File: src/rtl/regarb_pkg.sv
// Shared types and constants for the two-requester register bank arbiter.
package regarb_pkg;

    typedef enum logic [1:0] {
        IDLE = 2'd0,
        OWN0 = 2'd1,
        OWN1 = 2'd2
    } state_e;

    localparam int DEF_WIDTH = 8;
    localparam int DEF_CNT_W = 8;

    localparam logic REQ0 = 1'b0;
    localparam logic REQ1 = 1'b1;

endpackage

File: src/rtl/reg_bank_cell.sv
// WIDTH-bit enable flop bank with async active-low clear; drives q and its complement.
module reg_bank_cell #(
    parameter int WIDTH = 8
) (
    input  logic             clk,
    input  logic             rst_n,
    input  logic             en_i,
    input  logic [WIDTH-1:0] d_i,
    output logic [WIDTH-1:0] q_o,
    output logic [WIDTH-1:0] q_bar_o
);

    logic [WIDTH-1:0] q_q;
    logic [WIDTH-1:0] q_bar_q;

    // Complement is stored, not derived, so both outputs are flop-driven.
    always_ff @(posedge clk or negedge rst_n) begin
        if (!rst_n) begin
            q_q     <= '0;
            q_bar_q <= '1;
        end else if (en_i) begin
            q_q     <= d_i;
            q_bar_q <= ~d_i;
        end
    end

    assign q_o     = q_q;
    assign q_bar_o = q_bar_q;

endmodule

File: src/rtl/reg_bank_arbiter.sv
// Round-robin two-requester arbiter owning a shared register bank.
// Optional hold-timeout fairness is enabled with `define REGARB_TIMEOUT_EN.
module reg_bank_arbiter
    import regarb_pkg::*;
#(
    parameter int WIDTH    = DEF_WIDTH,
    parameter int CNT_W    = DEF_CNT_W,
    parameter int MAX_HOLD = 4
) (
    input  logic             clk,
    input  logic             reset,
    input  logic             req0,
    input  logic             req1,
    input  logic             we0,
    input  logic             we1,
    input  logic [WIDTH-1:0] wdata0,
    input  logic [WIDTH-1:0] wdata1,
    output logic             gnt0,
    output logic             gnt1,
    output logic [WIDTH-1:0] q,
    output logic [WIDTH-1:0] q_bar,
    output logic             owner,
    output logic [CNT_W-1:0] wr_count
);

    localparam int HOLD_W = $clog2(MAX_HOLD + 1);

    state_e           state_q, state_d;
    logic             gnt0_q, gnt1_q;
    logic             last_q;
    logic             owner_q;
    logic [CNT_W-1:0] cnt_q;
    logic [HOLD_W-1:0] hold_q;
    logic             hold_expired;
    logic             wr_en;
    logic [WIDTH-1:0] wr_data;

`ifdef REGARB_TIMEOUT_EN
    assign hold_expired = (hold_q == HOLD_W'(MAX_HOLD - 1));
`else
    assign hold_expired = 1'b0;
`endif

    always_comb begin
        state_d = state_q;
        case (state_q)
            IDLE: begin
                if (req0 && (!req1 || last_q == REQ1)) state_d = OWN0;
                else if (req1)                         state_d = OWN1;
            end
            OWN0: begin
                if (!req0)                     state_d = req1 ? OWN1 : IDLE;
                else if (req1 && hold_expired) state_d = OWN1;
            end
            OWN1: begin
                if (!req1)                     state_d = req0 ? OWN0 : IDLE;
                else if (req0 && hold_expired) state_d = OWN0;
            end
            default: state_d = IDLE;
        endcase
    end

    // Grants are registered copies of the next state; last tracks every new owner.
    always_ff @(posedge clk or negedge reset) begin
        if (!reset) begin
            state_q <= IDLE;
            gnt0_q  <= 1'b0;
            gnt1_q  <= 1'b0;
            last_q  <= REQ1;
            hold_q  <= '0;
        end else begin
            state_q <= state_d;
            gnt0_q  <= (state_d == OWN0);
            gnt1_q  <= (state_d == OWN1);
            if (state_d != state_q) begin
                hold_q <= '0;
                if (state_d != IDLE) last_q <= (state_d == OWN1) ? REQ1 : REQ0;
            end else if (state_q != IDLE && !hold_expired) begin
                hold_q <= hold_q + 1'b1;
            end
        end
    end

    // Only the granted side's strobe can reach the bank.
    assign wr_en   = (gnt0_q && we0) || (gnt1_q && we1);
    assign wr_data = gnt1_q ? wdata1 : wdata0;

    always_ff @(posedge clk or negedge reset) begin
        if (!reset) begin
            owner_q <= REQ0;
            cnt_q   <= '0;
        end else if (wr_en) begin
            owner_q <= gnt1_q ? REQ1 : REQ0;
            if (cnt_q != '1) cnt_q <= cnt_q + 1'b1;
        end
    end

    reg_bank_cell #(.WIDTH(WIDTH)) u_bank (
        .clk     (clk),
        .rst_n   (reset),
        .en_i    (wr_en),
        .d_i     (wr_data),
        .q_o     (q),
        .q_bar_o (q_bar)
    );

    assign gnt0     = gnt0_q;
    assign gnt1     = gnt1_q;
    assign owner    = owner_q;
    assign wr_count = cnt_q;

endmodule

File: config.mk
export PLATFORM = sky130hd
export DESIGN_NAME = reg_bank_arbiter
export DESIGN_NICKNAME = d
export VERILOG_FILES = /design/src/rtl/regarb_pkg.sv /design/src/rtl/reg_bank_cell.sv /design/src/rtl/reg_bank_arbiter.sv
export SDC_FILE = /design/constraint.sdc
export NUM_CORES = 1
export LEC_CHECK = 0
export CAP_MARGIN = 30
export CORE_UTILIZATION = 44
export CTS_CLUSTER_DIAMETER = 80
export DETAILED_ROUTE_END_ITERATION = 10
export PLACE_DENSITY = 0.78
export REMOVE_ABC_BUFFERS = 1
export SLEW_MARGIN = 20
export SYNTH_ARGS = -nofsm -noshare
export SYNTH_HDL_FRONTEND = slang
export SYNTH_SLANG_ARGS = --single-unit
File: constraint.sdc
create_clock -name clk -period 1.8 [get_ports clk]
set_input_delay 0.18 -clock clk [delete_from_list [all_inputs] [get_ports clk]]
set_output_delay 0.18 -clock clk [all_outputs]
set_load 0.02 [all_outputs]
### Word-level counts from Yosys, hierarchy flattened

Index checks and enable logic that the tools add are counted.

| storage, ports and cells | value |
|---|---|
| memories kept | 0 |
| output and inout bits | 27 |
| logic and storage cells | 36 |
| memory bits (read-only) | 0 |
| bits in writable memories | 0 |
| flip-flop bits (word level) | 30 |
| latch bits | 0 |
| bits of input ports | 22 |

| operators by class | value |
|---|---|
| multipliers | 0 |
| div/mod/pow operators | 0 |
| eq/ne operators | 6 |
| add/subtract/negate cells | 1 |
| reductions and logical operators | 10 |
| shift-type cells | 0 |
| $lt $le $gt $ge | 0 |
| bitwise operators | 1 |
| muxes and demuxes | 10 |

Operators by type and width:

| kind | number |
|---|---|
| $mux W2 | 5 |
| $add A8 B1 Y8 const B | 1 |
| $mux W8 | 1 |
| $ne A8 B8 Y1 const B | 1 |
| $not A8 Y8 | 1 |
| $pmux W2 S3 | 1 |
| $eq A2 B1 Y1 const B | 2 |
| $eq A2 B2 Y1 const B | 2 |
| $reduce_and A2 Y1 | 2 |
| $logic_and A1 B1 Y1 | 3 |
| $mux W1 | 3 |
| $logic_not A2 Y1 | 1 |
| $logic_or A1 B1 Y1 | 2 |
| $ne A2 B2 Y1 | 1 |
| $reduce_bool A2 Y1 | 1 |
| $logic_not A1 Y1 | 1 |

### Logic depth before layout (Yosys ltp)

Gate-level depths: netlist (run 1).

| depth | value |
|---|---|
| depth in word-level cells | 7 |
| depth in mapped cells | 5 |
| gate-level depth less buffers | 4 |

### Hierarchy

A second synthesis (run 1) with hierarchy kept.

| unflattened totals | value |
|---|---|
| cells, all modules | 111 |
| area total of the unflattened synthesis | 1435.1 um^2 |

Modules (own cells, without submodules):

| module | seq. area each (um^2) | area each (um^2) | cells each | times used |
|---|---|---|---|---|
| reg_bank_arbiter | 351.6 | 785.8 | 69 | 1 |
| reg_bank_cell | 410.4 | 649.4 | 42 | 1 |

### Worst setup path after synthesis (run 1)

No wires, ideal clock.

| timing path | value |
|---|---|
| path kind | register -> register |
| start | register cnt_q[0] (netlist: wr_count[0]) |
| end | register cnt_q[1] (netlist: wr_count[1]) |
| setup time | 0.128 ns |
| required time | 1.672 ns |
| cell stages (with the launch flop) | 5 |
| data arrival time | 1.552 ns |
| slack | 0.121 ns |
| clock period less this slack | 1.679 ns |
| buffers on the path | 0 |
| path through | dfrtp_1 -> ha_1 -> nand4_2 -> o21ai_2 -> mux2_1 |

| on the way | value |
|---|---|
| cells in the longest elaborated chain, start to end | 2 |
| elaborated cells on any way between the ends | 3 |
| those cells by class | add/sub (1); eq/ne (1); reduce/logical (1) |

RTL lines:

| item | line | text |
|---|---|---|
| from (decl) | reg_bank_arbiter.sv:32 | `logic [CNT_W-1:0] cnt_q;` |
| from (signal assigned) | reg_bank_arbiter.sv:94 | `if (cnt_q != '1) cnt_q <= cnt_q + 1'b1;` |
| branches (longest 2 deep; another with $add A8 B1 Y8) | -- |  |

Parallel ways; which one is timed is not known.
A chain may end at the register's enable or synchronous reset.

### Worst setup path after layout (run 1)

Same ends and word-level chain as after synthesis.

==> results of run 1 <==
-- registers in the layout, summed over array words and instances (netlist names) --
name / count
state_q: 2
u_bank.q_o: 8
owner: 1
gnt0: 1
wr_count: 8
last_q: 1
u_bank.q_bar_o: 8
gnt1: 1
-- final cells by class --
type / instances / area share
clock buffer: 8 / 0.0295
sequential: 30 / 0.382
tap: 44 / 0.0276
multi-input combinational: 83 / 0.303
inverter: 1 / 0.00188
timing repair buffer: 52 / 0.256
-- layer usage --
layer | up-vias | share of wire
li1 | 520 | -
met1 | 511 | 0.46
met3 | 6 | 0.081
met4 | 0 | 0.014
met2 | 39 | 0.45
met5 | - | 0
-- worst max path at each step --
stage | start | endpoint | slack [ps] | depth (start not counted)
floorplan | gnt1 | wr_count[4] | 80 | 3
global placement | we0 | wr_count[7] | 200 | 4
detailed placement | wr_count[0] | wr_count[1] | 110 | 4
CTS | wr_count[0] | wr_count[1] | 100 | 4
global route | wr_count[0] | wr_count[1] | 20 | 4
finish | wr_count[0] | wr_count[1] | 100 | 4
-- power by group through the flow --
stage / clock, mW / combinational [mW] / sequential, mW
floorplan: 0 / 0.355 / 1.37
global placement: 0 / 1.13 / 1.13
detailed placement: 0 / 1.15 / 1.14
CTS: 0.420 / 1.15 / 1.13
global route: 0.461 / 1.22 / 1.17
finish: 0.412 / 1.14 / 1.14
-- placed cells by master, fill, tap and decap left out, types with 2 or more instances in the layout --
cell type and count:
sky130_fd_sc_hd__nand2_1 30, sky130_fd_sc_hd__o211ai_1 2, sky130_fd_sc_hd__o21a_1 9, sky130_fd_sc_hd__mux2i_1 8, sky130_fd_sc_hd__mux2_4 2, sky130_fd_sc_hd__xnor2_1 3, sky130_fd_sc_hd__mux2_1 2, sky130_fd_sc_hd__nor2_1 4
sky130_fd_sc_hd__dfrtp_1 21, sky130_fd_sc_hd__and2_1 2, sky130_fd_sc_hd__clkbuf_1 2, sky130_fd_sc_hd__clkdlybuf4s50_1 48, sky130_fd_sc_hd__nand4_2 2, sky130_fd_sc_hd__clkbuf_4 5, sky130_fd_sc_hd__dfstp_2 9, sky130_fd_sc_hd__buf_4 4
sky130_fd_sc_hd__and3_1 2, sky130_fd_sc_hd__nand2b_1 2
-- critical path, cell delays in order, from the launching register on --
cell and delay [ps]:
sky130_fd_sc_hd__dfrtp_1 460, sky130_fd_sc_hd__ha_1 320, sky130_fd_sc_hd__nand4_2 240, sky130_fd_sc_hd__o21ai_2 240, sky130_fd_sc_hd__mux2_1 330
-- logic make-up after synthesis --
family                   count (synthesis)  share of synthesized area
XOR/XNOR                                 4                     0.0248
flip-flops                              30                      0.540
multiplexers                            12                     0.0941
AO/OA/AOI/OAI                           19                      0.130
buffers and inverters                    5                     0.0302
AND/OR/NAND/NOR                         47                      0.172
adder cells (fa/ha/maj)                  1                    0.00887
==> out/results.md, run 1 <==
- **outcome** finished clean
- **CTS tree** done
- **post-detailed-route DRC marker count** 0
- **PortBufs** 48
- **cells after synthesis** 118
- **final-layout fill cell count** 248
- **met2 layer usage reported by global route** 0.307
- **post-placement cell area** 1940 sq um
- **share of the synthesized area in the top cell type** 0.373
- **post-placement worst setup slack** 113 ps
- **proportion of layout cells with a drive suffix above 1** 0.172
- **antenna fix cells** 0
- **Chip Width** 58.6 um
- **relative contribution of the clock network to total power** 0.153
- **cell count after placement** 210
- **R2R Path End** wr_count[1]
- **post-detailed-placement half-perimeter wirelength** 2160 um
- **maximum buffer depth of the clock tree** 2
- **clock slew at the register clock pins of the worst setup and hold paths** 100 ps
- **startpoint of the worst-slack reg-to-reg timing path** wr_count[0]
- **synthesized area** 1410 sq um
- **smallest hold slack** 225 ps
- **count of non-filler cells in the finished layout** 218
- **crit end category** flop
- **Worst Max-Slew Pin Slew** 377 ps
- **maximum clock frequency** 589 MHz
- **final design instance area without fill** 2000 sq um
- **setup repair after global routing missed its margin** no
- **Setup Crit Path Kind** reg2reg
- **final slew viol count** 0
- **CP Launch Type** flop
- **vertical die dimension** 58.6 um
- **most instantiated cells after synthesis** sky130_fd_sc_hd__nand2_1, sky130_fd_sc_hd__dfrtp_1, sky130_fd_sc_hd__dfstp_2, sky130_fd_sc_hd__o21a_1, sky130_fd_sc_hd__mux2i_1
- **first-pass detailed-route iteration total** 4
- **Routed wire per std cell** 13.4 um
- **reported leakage power** 0.868 nW
- **GRT met1 Usage** 0.254
- **average vias per placed instance** 4.94
- **Distinct cells, synth** 32
- **combined global-route utilization of all metal layers** 0.199
- **number of enable-type register cells in the synthesized netlist** 0
- **count of state elements after synthesis** 30
- **maximum number of pins on one net before global-route repair** 31
- **arrival time worst endpoint** 1920 ps
- **cell type contributing the most total cell area after synthesis** sky130_fd_sc_hd__dfrtp_1
- **Register-to-Register Setup Slack** 100 ps
- **reported max-cap violation count** 0
- **switching power share of the total** 0.367
- **number of global-route vias before repair** 1064
- **largest fanout on the critical path** 5
- **area of the placeable core** 3050 sq um
- **post-layout power** 2.69 mW
- **clock sinks** 30
- **met3 Use GR** 0.0791
- **drt first-iter violations** 29
- **power spent charging and discharging nets** 0.987 mW
- **setup violators final** 0
- **R2R depth** 4
- **clock latency on the worst-skew pair** 320 ps
- **most used standard cell by instance count after synthesis** sky130_fd_sc_hd__nand2_1
- **post-route core utilization** 0.654
- **sequential area share after synthesis** 0.540
- **I/O pin count** 49
- **final clock period utilization by the worst path** 0.944
- **worst supply voltage drop on vdd** 0.000684 V
- **worst slew margin relative to its limit** 0.749
- **total number of placement rows** 20
- **area enclosed by the die boundary** 3440 sq um
- **antenna violations before repair** 0
- **cell types with the largest area share after synthesis** sky130_fd_sc_hd__dfrtp_1, sky130_fd_sc_hd__dfstp_2, sky130_fd_sc_hd__nand2_1, sky130_fd_sc_hd__mux2i_1, sky130_fd_sc_hd__o21a_1
- **number of hold buffers added after cts** 0
- **layer with the highest usage** met2
- **flip-flop cell with the highest count after synthesis** sky130_fd_sc_hd__dfrtp_1
- **area of the multi-input gates** 606 sq um
- **synth warn** 0
- **proportion of power drawn by flip-flops and latches** 0.422
- **final estimated routing congestion in global placement** 0.750
- **PwrDens** 1350 nW/um^2
- **buffers inserted during post-CTS setup optimization** 0
- **wire length of the first global-routing pass** 4910 um
- **final-stage net count** 196
- **GRT overflow** 0
- **clock buffer count from CTS** 5
- **final count of hold timing violations** 0
- **skew final** 18.8 ps
- **count of H-tree levels built during CTS** 2
- **antenna viol nets, final** 0
- **post-cts gate resize count** 0
- **initial cell density of the core** 0.462
- **Layout area overhead** 41.5%
- **average cell area after synthesis** 12.0 sq um
- **Int Pwr** 1.70 mW
- **final critical-path required period** 1700 ps
- **worst hold path type** in2async
- **part of the power in combinational logic** 0.425
- **via count** 1076
- **sequential cell area in the final layout** 762 sq um
- **TNS Setup** 0 ps
- **PnR worst setup slack** 101 ps
- **CP Data Required Time** 2020 ps
- **Async SR Flop Fraction** 1.00
- **buffer cell driving the clock tree root** sky130_fd_sc_hd__clkbuf_4
- **wire length after detailed routing** 2920 um
Power figures use the tool's default switching activity.
==> inputs of run 2 (changes only) <==
SKIP_CTS_REPAIR_TIMING = 1   (was unset)
==> results of run 2 <==
The final DEF is identical to that of run 1; final timing and power are the same.
==> inputs of run 3 (changes only) <==
CORE_UTILIZATION = 45   (was 44)
CTS_CLUSTER_DIAMETER = 200   (was 80)
PLACE_DENSITY = 0.79   (was 0.78)
SYNTH_HIERARCHICAL = 1   (was unset)
==> run 3 against run 2 <==
- count of clock-buffer cells in the layout unchanged
- non-clock buffer count is 3 lower
- first-iteration DRC count decreased by 59%
- clock skew is 11 ps lower
- setup slack lost 0.86 ps
- utilization grew 0.54 points
- cell count fell by 4.1%
- largest power group is now combinational cells
- critical endpoint is now gnt1
- synthesized cell count fell by 5.9%
- register-to-register slack gained 160 ps
- highest routed layer unchanged
==> out/results.md, run 3 <==
- **cell family with most CP delay** buffers and inverters, was flip-flops
- **final clock period utilization by the worst path** 0.944, about the same
- **proportion of layout cells with a drive suffix above 1** 0.236, was 0.172
- **most common cell after layout, fill and taps aside** sky130_fd_sc_hd__clkdlybuf4s50_1, unchanged
- **Register-to-Register Setup Slack** 260 ps, was 100 ps
- **count of state elements after synthesis** 30, unchanged
- **arrival time worst endpoint** 1520 ps, was 1920 ps
- **count of H-tree levels built during CTS** 2, unchanged
- **post-placement cell area** 1940 sq um, about the same
- **I/O pin count** 49, unchanged
- **number of global-route vias before repair** 1096, was 1064
- **Async SR Flop Fraction** 1.00, unchanged
- **Routed wire per std cell** 13.8 um, was 13.4 um
- **most used standard cell by instance count after synthesis** sky130_fd_sc_hd__dfrtp_1, was sky130_fd_sc_hd__nand2_1
- **Slowest Stage Delay on Critical Path** 660 ps, was 460 ps
- **synthesized area** 1440 sq um, was 1410 sq um
- **final design instance area without fill** 2000 sq um, unchanged
- **final critical-path required period** 1700 ps, about the same
- **synth warn** 6, was 0
- **final-layout fill cell count** 245, was 248
- **via count** 1048, was 1076
- **cell type contributing the most total cell area after synthesis** sky130_fd_sc_hd__dfrtp_1, unchanged
- **wire length after detailed routing** 2880 um, was 2920 um
- **area of the placeable core** 3030 sq um, was 3050 sq um
- **clock slew at the register clock pins of the worst setup and hold paths** 90 ps, was 100 ps
- **PortBufs** 48, unchanged
- **worst slew margin relative to its limit** 0.748, was 0.749
- **Chip Width** 58.5 um, was 58.6 um
- **most instantiated cells after synthesis** sky130_fd_sc_hd__dfrtp_1, sky130_fd_sc_hd__mux2_2, sky130_fd_sc_hd__inv_1, was sky130_fd_sc_hd__nand2_1, sky130_fd_sc_hd__dfrtp_1, sky130_fd_sc_hd__dfstp_2, sky130_fd_sc_hd__o21a_1, sky130_fd_sc_hd__mux2i_1
- **buffer cell driving the clock tree root** sky130_fd_sc_hd__clkbuf_4, unchanged
- **cell count after placement** 201, was 210
- **R2R depth** 4, unchanged
- **GRT overflow** 0, unchanged
- **final-stage net count** 187, was 196
- **buffer and inverter count on the worst path** 1, was 0
- **maximum clock frequency** 588 MHz, was 589 MHz
- **Layout area overhead** 39.1%, was 41.5%
- **Worst Max-Slew Pin Slew** 378 ps, was 377 ps
- **R2R Path End** wr_count[5], was wr_count[1]
- **drt first-iter violations** 12, was 29
- **cell types with the largest area share after synthesis** sky130_fd_sc_hd__dfrtp_1, sky130_fd_sc_hd__dfstp_2, sky130_fd_sc_hd__mux2_2, sky130_fd_sc_hd__mux2i_1, sky130_fd_sc_hd__mux2_1, was sky130_fd_sc_hd__dfrtp_1, sky130_fd_sc_hd__dfstp_2, sky130_fd_sc_hd__nand2_1, sky130_fd_sc_hd__mux2i_1, sky130_fd_sc_hd__o21a_1
- **final slew viol count** 0, unchanged
- **critical-path cell with the highest stage delay** sky130_fd_sc_hd__clkdlybuf4s50_1, was sky130_fd_sc_hd__dfrtp_1
- **antenna fix cells** 0, unchanged
- **final estimated routing congestion in global placement** 0.715, was 0.750
- **CTS tree** done, unchanged
- **setup repair after global routing missed its margin** no, unchanged
- **Distinct cells, synth** 32, unchanged
- **maximum number of pins on one net before global-route repair** 31, unchanged
- **combined global-route utilization of all metal layers** 0.195, was 0.199
- **startpoint of the worst-slack reg-to-reg timing path** gnt1, was wr_count[0]
- **number of enable-type register cells in the synthesized netlist** 0, unchanged
- **antenna viol nets, final** 0, unchanged
- **cell breakdown of the critical path** clkdlybuf4s50_1, was ha_1, nand4_2, o21ai_2, mux2_1
- **antenna violations before repair** 0, unchanged
- **count of non-filler cells in the finished layout** 209, was 218
- **most used cells in the layout excluding fill and tap cells** sky130_fd_sc_hd__clkdlybuf4s50_1, sky130_fd_sc_hd__dfrtp_1, sky130_fd_sc_hd__mux2_2, was sky130_fd_sc_hd__clkdlybuf4s50_1, sky130_fd_sc_hd__nand2_1, sky130_fd_sc_hd__dfrtp_1
- **PwrDens** 1370 nW/um^2, was 1350 nW/um^2
- **Setup Crit Path Kind** reg2out, was reg2reg
- **flip-flop cell with the highest count after synthesis** sky130_fd_sc_hd__dfrtp_1, unchanged
- **first-pass detailed-route iteration total** 4, unchanged
- **sequential area share after synthesis** 0.531, was 0.540
- **clock sinks** 30, unchanged
- **post-detailed-route DRC marker count** 0, unchanged
- **average vias per placed instance** 5.01, was 4.94
- **share of the synthesized area in the top cell type** 0.366, was 0.373
- **clock buffer count from CTS** 5, unchanged
- **post-detailed-placement half-perimeter wirelength** 2170 um, was 2160 um
- **CP Data Required Time** 1620 ps, was 2020 ps
- **crit end category** primary output, was flop
- **skew final** 7.70 ps, was 18.8 ps
- **outcome** finished clean, unchanged
- **total number of placement rows** 20, unchanged
- **post-layout power** 2.73 mW, was 2.69 mW
- **worst supply voltage drop on vdd** 0.000787 V, was 0.000684 V
- **setup violators final** 0, unchanged
- **average cell area after synthesis** 12.9 sq um, was 12.0 sq um
- **cells after synthesis** 111, was 118
- **final count of hold timing violations** 0, unchanged
- **initial cell density of the core** 0.474, was 0.462
- **smallest hold slack** 247 ps, was 225 ps
- **area enclosed by the die boundary** 3420 sq um, was 3440 sq um
- **CP Launch Type** flop, unchanged
- **reported leakage power** 0.850 nW, was 0.868 nW
- **clock latency on the worst-skew pair** 320 ps, about the same
- **maximum buffer depth of the clock tree** 2, unchanged
- **worst hold path type** in2async, unchanged
- **reported max-cap violation count** 0, unchanged
- **largest fanout on the critical path** 11, was 5
- **wire length of the first global-routing pass** 4890 um, was 4910 um
- **vertical die dimension** 58.5 um, was 58.6 um
-- run 3: cell types whose count changed in the layout (fill, tap and decap cells not counted), moves of 2 or more --
| cell | change |
|---|---|
| sky130_fd_sc_hd__mux2_2 | +14 |
| sky130_fd_sc_hd__nand2_1 | -24 |
| sky130_fd_sc_hd__nor3_2 | +2 |
| sky130_fd_sc_hd__inv_1 | +9 |
| sky130_fd_sc_hd__nand4_1 | +2 |
| sky130_fd_sc_hd__mux2_1 | +3 |
| sky130_fd_sc_hd__buf_4 | -3 |
| sky130_fd_sc_hd__nand3_1 | +2 |
| sky130_fd_sc_hd__o21a_1 | -8 |
-- run 3: kinds of logic (layout without fill, tap and decap cells) --
group	after synthesis	after routing	synth area share
AO/OA/AOI/OAI	10	10	0.0654
XOR/XNOR	2	2	0.0122
adder cells (fa/ha/maj)	1	1	0.00872
buffers and inverters	14	68	0.0602
flip-flops	30	30	0.531
multiplexers	29	29	0.226
AND/OR/NAND/NOR	25	25	0.0968
-- run 3: through the flow --
step	TNS, ps	utilization	worst slack, ps
after floorplan	0	-	234
after CTS	-97.6	0.659	-97.6
after detailed placement	0	0.639	88.8
final	0	0.659	101
after global routing	0	0.659	21.5
after global placement	0	0.639	136
-- run 3: layout make-up --
cell class / count / area, sq um / share of cell area
Sequential cell: 30 / 763 / 0.382
Multi-Input combinational cell: 67 / 587 / 0.294
Timing Repair Buffer: 49 / 488 / 0.245
Clock buffer: 8 / 58.8 / 0.0295
Tap cell: 44 / 55.1 / 0.0276
Inverter: 11 / 43.8 / 0.0219
-- run 3: worst register-to-register path, delay by kind of cell, from the launching register on --
family / cells / cell delay (ps)
mux: 1 / 330
buf+inv: 1 / 170
compound gates: 1 / 260
flops: 1 / 520
simple gates: 1 / 150
-- run 3: how the worst max path moves through the flow --
| stage | depth (start not counted) | slack (ps) | start | endpoint |
|---|---|---|---|---|
| after floorplan | 4 | 230 | gnt1 | wr_count[4] |
| after global placement | 5 | 140 | we0 | wr_count[4] |
| after detailed placement | 5 | 90 | we0 | wr_count[5] |
| after CTS | 1 | -100 | gnt1 | gnt1 |
| after global routing | 1 | 20 | gnt1 | gnt1 |
| final | 1 | 100 | gnt1 | gnt1 |
-- run 3: power breakdown --
part           switching [mW]  internal (mW)
registers               0.205          0.943
clock network           0.216          0.193
logic                   0.553          0.617
-- run 3: metal layers --
| metal | wire [um] | up-vias | GRT usage |
|---|---|---|---|
| met5 | 0 | - | 0 |
| met1 | 1180 | 518 | 0.223 |
| met2 | 1530 | 31 | 0.340 |
| met4 | 55 | 0 | 0.102 |
| li1 | - | 491 | - |
| met3 | 114 | 8 | 0.0462 |
==> variant, RTL diff (flow settings as in run 2) <==
Change the package constant `DEF_CNT_W` from 8 to 12.
--- a/src/rtl/regarb_pkg.sv
+++ b/src/rtl/regarb_pkg.sv
@@ -9,5 +9,5 @@
 
     localparam int DEF_WIDTH = 8;
-    localparam int DEF_CNT_W = 8;
+    localparam int DEF_CNT_W = 12;
 
     localparam logic REQ0 = 1'b0;
Ports: changed (resized wr_count); port bits go from 49 to 53. No check against the original RTL was run, so the function may have changed too.
==> variant against run 2 <==
- total power is 7.1% higher
- sequential cell count is 4 higher
- routed wire length is 12% higher
- count of clock-buffer cells in the layout is 2 lower
- worst setup slack worse by 8.7 ps
- via count is 17% higher
- clock skew is 16 ps lower
- core utilization is 0.37 points higher
- design area is 12% higher
- sequential share of layout area is 0.50 points higher
- synthesized area is 12% higher
- critical endpoint is now gnt1
- largest cell class unchanged
- highest routed layer unchanged
==> variant: results (changes against run 2) <==
| Metric | Value |
|---|---|
| Fmax | `0.586 GHz (-0.51%)` |
| Lkg Pwr | `0.000944 uW (+8.7%)` |
| Peak supply drop | `0.864 mV (+26%)` |
| GPL Wtd Cong | `0.816 (+8.8%)` |
| Worst-Skew Late Latency | `330 ps` |
| Pre-CTS setup slack | `146 ps (+32.6 ps)` |
| Share of layout cells above drive strength 1 | `16.8% (-0.49 points)` |
| Crit path max-delay family | `buffers and inverters` |
| Vias in the first global route | `1,211 (+14%)` |
| Port bufs | `52 (+8.3%)` |
| Status | `completed` |
| Post-synthesis sequential area ratio | `54.7% (+0.69 points)` |
| CP max stage cell | `clkdlybuf4s50_1` |
| Area post-placement | `2150 um^2 (+11%)` |
| R2R Setup Slk | `200 ps (+100 ps)` |
| CP Max Fanout | `6 (+1)` |
| First-pass GRT wire length | `5220 um (+6.3%)` |
| Worst-margin pin slew | `404 ps (+27.4 ps)` |
| Wirelength per Cell | `13.5 um (+0.61%)` |
| Count of cell types in the netlist | `38 (+19%)` |
| Warnings from Yosys | `0 (unchanged)` |
| Tot GR Track Use | `19.2% (-0.64 points)` |
| Fraction of registers with async set/reset | `100% (unchanged)` |
| Crit path largest cell delay | `670 ps (+210 ps)` |
| Worst hold slack | `231 ps (+5.28 ps)` |
| DP HPWL | `2470 um (+14%)` |
| Most frequent cells after synthesis | `nand2_1, dfrtp_1, dfstp_2, o21a_1, mux2i_1` |
| Min-Delay Path Class | `in -> async` |
| Syn avg cell area | `11.6 um^2 (-3.1%)` |
| Via count | `1,260 (+17%)` |
| DR iter-0 viols | `58 (+100%)` |
| ANT cells | `0 (unchanged)` |
| Worst Skew | `2.48 ps (-16.3 ps)` |
| Synth area leaders | `dfrtp_1, dfstp_2, nand2_1, mux2i_1, o21a_1` |
| WP data arrival | `1530 ps (-390 ps)` |
| NumNets Final | `219 (+12%)` |
| Pin count of the biggest net entering global routing | `35 (+13%)` |
| Post-Layout Cell Count | `243 (+11%)` |
| Root buf cell | `clkbuf_4` |
==> variant: cell count changes in the layout (fill, tap and decap cells not counted), sizes merged, moves of 3 or more <==
cell | run 2 | this run
nand4 | 2 | 5
dfrtp | 21 | 25
a21oi | 0 | 3
nor2 | 4 | 8
clkdlybuf4s50 | 48 | 52
==> variant: layout make-up <==
cell class	count	area (um^2)
clock buffer	6	41.3
sequential	34	862
timing repair buffer	56	551
fill	285	1160
multi-input combinational	98	676
clock inverter	2	37.5
inverter	1	3.75
tap	46	57.6
==> variant: cells by family after synthesis <==
family          count (synthesis)  share of synthesized area [%]
mux                            11                           7.47
fa+ha+maj                       1                          0.794
buf+inv                         4                           2.38
simple gates                   58                           19.4
flops                          34                           54.7
compound gates                 23                           12.5
xor+xnor                        5                           2.78
==> variant: routing by layer <==
metal | share of wire [%] | wire length, um | vias to the layer above | global-route usage (%)
li1 | - | - | 599 | -
met1 | 41 | 1340 | 612 | 21.2
met2 | 54 | 1760 | 44 | 35.0
met3 | 4.1 | 134 | 5 | 5.59
met4 | 1.5 | 48 | 0 | 7.30
met5 | 0 | 0 | - | 0
==> variant: worst paths after layout <==
path,from,end,cells past startpoint
setup / recovery,gnt1,gnt1,1
hold / removal,reset,u_bank.q_o[0],2
setup reg to reg,wr_count[0],wr_count[1],5
hold reg to reg,u_bank.q_bar_o[4],u_bank.q_bar_o[4],2
max in group asynchronous,reset,u_bank.q_bar_o[6],2
min in group clk,u_bank.q_bar_o[4],u_bank.q_bar_o[4],2
==> variant: power breakdown <==
part	switching, uW	internal [uW]	total [uW]	leakage [uW]
clock network	253	293	545	0.0000385
logic	549	569	1120	0.000506
registers	204	1010	1220	0.000399
total	1010	1880	2880	0.000944
